--- config.mk ---
export PLATFORM = sky130hd
export DESIGN_NAME = mem_arbiter
export DESIGN_NICKNAME = d
export VERILOG_FILES = /design/src/rtl/mem_arbiter.sv
export SDC_FILE = /design/constraint.sdc
export NUM_CORES = 1
export LEC_CHECK = 0
export ABC_AREA = 1
export BUFFER_PORTS_ARGS = -buffer_cell sky130_fd_sc_hd__buf_2
export CAP_MARGIN = 20
export CELL_PAD_IN_SITES_DETAIL_PLACEMENT = 1
export CELL_PAD_IN_SITES_GLOBAL_PLACEMENT = 1
export CORE_MARGIN = 5
export CORE_UTILIZATION = 21
export DETAILED_ROUTE_END_ITERATION = 8
export PLACE_DENSITY_LB_ADDON = 0.1
export SLEW_MARGIN = 15
export SYNTH_ARGS = -nofsm -noshare
export SYNTH_HDL_FRONTEND = slang
export SYNTH_SLANG_ARGS = --single-unit
--- constraint.sdc ---
create_clock -name clk -period 5.3 [get_ports clk]
set_clock_uncertainty 0.2 [all_clocks]
set_input_delay 1.59 -clock clk [delete_from_list [all_inputs] [get_ports clk]]
set_output_delay 1.59 -clock clk [all_outputs]
set_load 0.01 [all_outputs]
--- src/rtl/mem_arbiter.sv ---
// -----------------------------------------------------------------------------
// mem_arbiter
//
// Shares one single-port synchronous RAM between the VGA scanout reader, the
// CPU fetch unit and the CPU load/store path.
//
// VGA wins by default. Once VGA has taken VGA_MAX_STREAK grants in a row while
// a CPU request was waiting, the CPU gets the next slot. Fetch and data
// alternate when both are waiting.
//
// Ports
//   clk, rst_sync                  clock, synchronous active-high reset
//   vga_req/addr   -> vga_gnt      VGA read request, grant
//   vga_rvalid                     mem_rdata carries VGA read data
//   fetch_req/addr -> fetch_gnt    fetch read request, grant
//   fetch_rvalid                   mem_rdata carries fetch read data
//   data_req/we/addr/wdata         load/store request
//   data_gnt, data_rvalid          load/store grant, load data valid
//   mem_en/we/addr/wdata           RAM command
//   mem_rdata                      RAM read data (1-cycle latency), shared
// -----------------------------------------------------------------------------
module mem_arbiter #(
    parameter int ADDR_W         = 16,
    parameter int DATA_W         = 8,
    parameter int VGA_MAX_STREAK = 3
) (
    input  logic              clk,
    input  logic              rst_sync,

    input  logic              vga_req,
    input  logic [ADDR_W-1:0] vga_addr,
    output logic              vga_gnt,
    output logic              vga_rvalid,

    input  logic              fetch_req,
    input  logic [ADDR_W-1:0] fetch_addr,
    output logic              fetch_gnt,
    output logic              fetch_rvalid,

    input  logic              data_req,
    input  logic              data_we,
    input  logic [ADDR_W-1:0] data_addr,
    input  logic [DATA_W-1:0] data_wdata,
    output logic              data_gnt,
    output logic              data_rvalid,

    output logic              mem_en,
    output logic              mem_we,
    output logic [ADDR_W-1:0] mem_addr,
    output logic [DATA_W-1:0] mem_wdata,
    input  logic [DATA_W-1:0] mem_rdata
);

    localparam int         N_REQ        = 3;   // index 0 = vga, 1 = fetch, 2 = data
    localparam logic [3:0] STREAK_LIMIT = 4'(VGA_MAX_STREAK);

    // Read-return owner. Requester index gi is encoded as gi + 1 so the
    // rvalid decode below can be generated.
    localparam logic [1:0] OWN_NONE  = 2'd0;
    localparam logic [1:0] OWN_VGA   = 2'd1;
    localparam logic [1:0] OWN_FETCH = 2'd2;
    localparam logic [1:0] OWN_DATA  = 2'd3;

    logic [3:0]       r_streak;
    logic [3:0]       w_streak_next;
    logic             r_last_cpu;       // 0 = fetch went last, 1 = data went last
    logic             w_last_cpu_next;
    logic [1:0]       r_owner;
    logic [1:0]       w_owner_next;

    logic             w_cpu_pend;
    logic             w_at_limit;
    logic             w_vga_win;
    logic             w_fetch_win;
    logic             w_data_win;
    logic [N_REQ-1:0] w_gnt;
    logic [N_REQ-1:0] w_rvalid;

    // ------------------------------------------------------------------
    // State register
    // ------------------------------------------------------------------
    always_ff @(posedge clk) begin
        if (rst_sync) begin
            r_streak   <= 4'd0;
            r_last_cpu <= 1'b1;
            r_owner    <= OWN_NONE;
        end else begin
            r_streak   <= w_streak_next;
            r_last_cpu <= w_last_cpu_next;
            r_owner    <= w_owner_next;
        end
    end

    // ------------------------------------------------------------------
    // Arbitration and next-state logic
    // ------------------------------------------------------------------
    always_comb begin
        w_cpu_pend  = fetch_req | data_req;
        // VGA loses its fixed priority only while a CPU request is actually
        // waiting; VGA running alone is never throttled.
        w_at_limit  = w_cpu_pend && (r_streak == STREAK_LIMIT);
        w_vga_win   = vga_req && !w_at_limit;
        // last_cpu = 1 means data went last, so fetch is next in turn.
        w_fetch_win = !w_vga_win && fetch_req && (!data_req || r_last_cpu);
        w_data_win  = !w_vga_win && data_req && (!fetch_req || !r_last_cpu);
        // Reset masks grants so a request in a reset cycle is simply retried.
        w_gnt       = rst_sync ? '0 : {w_data_win, w_fetch_win, w_vga_win};
    end

    always_comb begin
        w_streak_next   = 4'd0;
        w_last_cpu_next = r_last_cpu;
        w_owner_next    = OWN_NONE;
        if (w_gnt[0]) begin
            w_owner_next = OWN_VGA;
            // Count only grants that actually made a CPU request wait.
            if (w_cpu_pend && (r_streak != STREAK_LIMIT)) begin
                w_streak_next = r_streak + 4'd1;
            end else begin
                w_streak_next = r_streak;
            end
        end
        if (w_gnt[1]) begin
            w_last_cpu_next = 1'b0;
            w_owner_next    = OWN_FETCH;
        end
        if (w_gnt[2]) begin
            w_last_cpu_next = 1'b1;
            // Stores return nothing.
            w_owner_next    = data_we ? OWN_NONE : OWN_DATA;
        end
    end

    // ------------------------------------------------------------------
    // Outputs
    // ------------------------------------------------------------------
    always_comb begin
        mem_en    = |w_gnt;
        mem_we    = w_gnt[2] & data_we;
        mem_addr  = '0;
        mem_wdata = '0;
        if (w_gnt[0]) begin
            mem_addr = vga_addr;
        end else if (w_gnt[1]) begin
            mem_addr = fetch_addr;
        end else if (w_gnt[2]) begin
            mem_addr  = data_addr;
            mem_wdata = data_wdata;
        end
    end

    // A return in flight when reset arrives is dropped immediately rather
    // than one cycle later.
    genvar gi;
    generate
        for (gi = 0; gi < N_REQ; gi++) begin : g_rvalid
            assign w_rvalid[gi] = !rst_sync && (r_owner == 2'(gi + 1));
        end
    endgenerate

    assign vga_gnt      = w_gnt[0];
    assign fetch_gnt    = w_gnt[1];
    assign data_gnt     = w_gnt[2];
    assign vga_rvalid   = w_rvalid[0];
    assign fetch_rvalid = w_rvalid[1];
    assign data_rvalid  = w_rvalid[2];

endmodule

==> summary.md <==
| Metric | Value |
|---|---|
| Net count, final | 310 |
| Fin. Hold Viols | 0 |
| Worst path required time | 3510 ps |
| CTS tree | yes |
| Initial antenna violation count | 0 |
| Post-synthesis register bit count | 7 |
| CTS Buffer Depth | 2 |
| Routed WL | 3760 microns |
| Die area | 5569 sq um |
| Maximum vdd drop | 0.1459 mV |
| Die height | 74.63 microns |
| Core footprint | 4029 sq um |
| DIE WIDTH | 74.63 microns |
| Clock transition at path regs | 40 ps |
| First-pass GRT wire length | 5602 microns |
| Area of the mapped netlist | 877.1 sq um |
| Vias in the first global route | 1,208 |
| Resized cells post-CTS | 0 |
| Fmax | 216.5 MHz |
| DRC | 0 |
| GRT Total Usage | 12.52% |
| Crit. End Element | output port |
| Buffers on Ports | 93 |
| Dominant cells by area after synthesis | nand4_1 (23%), dfxtp_1 (16%), nand2_1 (12%), nand3_1 (11%), inv_1 (7.7%) |
| Routed Antenna Nets | 0 |
| Filler cells | 569 |
| Layout cells sized above 1 | 45.38% |
| Relative slew slack | 67.60% |
| Pin count of the biggest net entering global routing | 31 |
| Pre-CTS setup slack | 662.6 ps |
| Post-synth top area share | 22.82% |
| Final WS setup | 680.1 ps |
| Clk sinks | 7 |
| Maxcap violations | 0 |
| Root Buffer | clkbuf_8 |
| DP Wirelength | 3026 microns |
| Initial Util | 21.77% |
| Worst Tran Pin Value | 484.8 ps |
| Most frequent cells in the layout | buf_2 (93), nand4_1 (32), nand2_1 (27), nand3_1 (19), inv_1 (18) |
| Num CTS Buffers | 3 |
| CTS Hold Bufs | 0 |
| Final Max Tran Viols | 0 |
| Status | complete, no violations |
| Min Tclk post-route | 4620 ps |
| Flop2flop setup slack | 3650 ps |
| Commonest non-fill, non-tap cell in the layout | buf_2 |
| Via density | 4.566 |
| Post-CTS setup repair buffer count | 0 |
| Area after DPL | 1350 sq um |
| Number of cell rows | 23 |
| RSZ-0062 raised after global routing | no |
| WL/cell | 13.06 microns |
| Hold Path Class | reg -> reg |
| H-tree levels | 1 |
| Fin area | 1395 sq um |
| I/O pins | 102 |
| CP arrival | 2830 ps |
| Syn-to-layout area delta | 59.06% |
| First-pass detailed-route iteration total | 4 |
| Leakage power | 0.0008149 uW |
| Power per cell area | 153.0 nW/um^2 |
| Ys Warns | 0 |
| Syn_nets | 220 |
| Worst skew pair latency | 220 ps |
| Final worst-path cycle share | 87.17% |
| Register area share after synthesis | 15.98% |
| Critical Path Source Type | primary input |
| Ant diodes | 0 |
| Avg Cell Area, Syn | 5.887 sq um |
| Crit Path Max Fanout | 20 |
| Largest area contributor in the netlist | nand4_1 |
| Final setup violation count | 0 |
| GRT overflow | 0 |
| Initial DRC count | 53 |
| WS Path Type | in -> out |
| Gpl congestion | 0.7146 |
| Gate count of the mapped netlist | 149 |
| Setup TNS | 0 ps |
| Vias | 1,315 |
| Netlist cell types | 21 |
through the flow:
stage / cells / hold WS (ps) / total power (uW) / utilization (%)
detailed placement: 284 / 282.8 / 141.2 / 33.51
global route: 288 / 321.2 / 231.5 / 34.63
floorplan: 149 / 253.0 / 100.7 / -
global placement: 284 / 274.8 / 140.8 / 33.51
CTS: 288 / 289.9 / 216.4 / 34.63
finish: 288 / 287.3 / 213.5 / 34.63
power by group:
part	internal, uW	switching [uW]
Sequential	55.0	1.49
Clock	52.0	22.1
Combinational	36.9	46.1
flip-flops by register name, indices dropped and copies added (netlist names):
name        count
r_streak        4
r_last_cpu      1
r_owner         2
kinds of logic after synthesis:
kind of cell,count (synthesis),synth area share [%]
and+or+nand+nor,101,59.06
DFF,7,15.98
AOI/OAI and AO/OA,8,5.278
adders and majority gates,1,1.426
buffers and inverters,32,18.26
path summary, 6_finish.rpt:
kind                 endpoint   startpoint  depth (start not counted)
hold reg to reg   r_streak[1]  r_streak[1]                          2
setup reg to reg  r_streak[0]  r_streak[0]                          6
hold / removal    r_streak[1]  r_streak[1]                          2
setup / recovery       mem_en     data_req                          9
cell usage after synthesis (all sizes together):
| cell type | n |
|---|---|
| buf | 9 |
| inv | 20 |
| nor3 | 4 |
| nor2 | 15 |
| o21ai | 3 |
| nand4 | 32 |
| nand2 | 28 |
| a21oi | 4 |
| or2 | 1 |
| dfxtp | 7 |
| o21a | 1 |
| nand3 | 21 |
| ha | 1 |
| clkbuf | 3 |
cell type report:
| cell class | count | area [sq um] | area share [%] |
|---|---|---|---|
| clock buffers | 4 | 45.04 | 3.229 |
| inverters | 20 | 75.07 | 5.381 |
| flip-flops and latches | 7 | 140.1 | 10.04 |
| repair buffers | 97 | 495.5 | 35.52 |
| multi-input cells | 110 | 576.8 | 41.35 |
| well taps | 50 | 62.56 | 4.484 |
worst max-delay path: stages:
cell and delay [ps]:
buf_2 100, inv_1 120, nand2_1 100, nand3_2 90, nand2_4 90, nor2_4 400, inv_2 110, nand3_1 90
buf_2 150
layer usage:
metal / wire length, microns / vias up / track usage, %
met5: 0 / - / 0
met4: 0 / 0 / 0
met3: 376 / 0 / 4.539
met2: 1707 / 52 / 20.29
met1: 1677 / 567 / 17.11
li1: - / 696 / -
No activity file was read; power rests on OpenSTA's default activity.
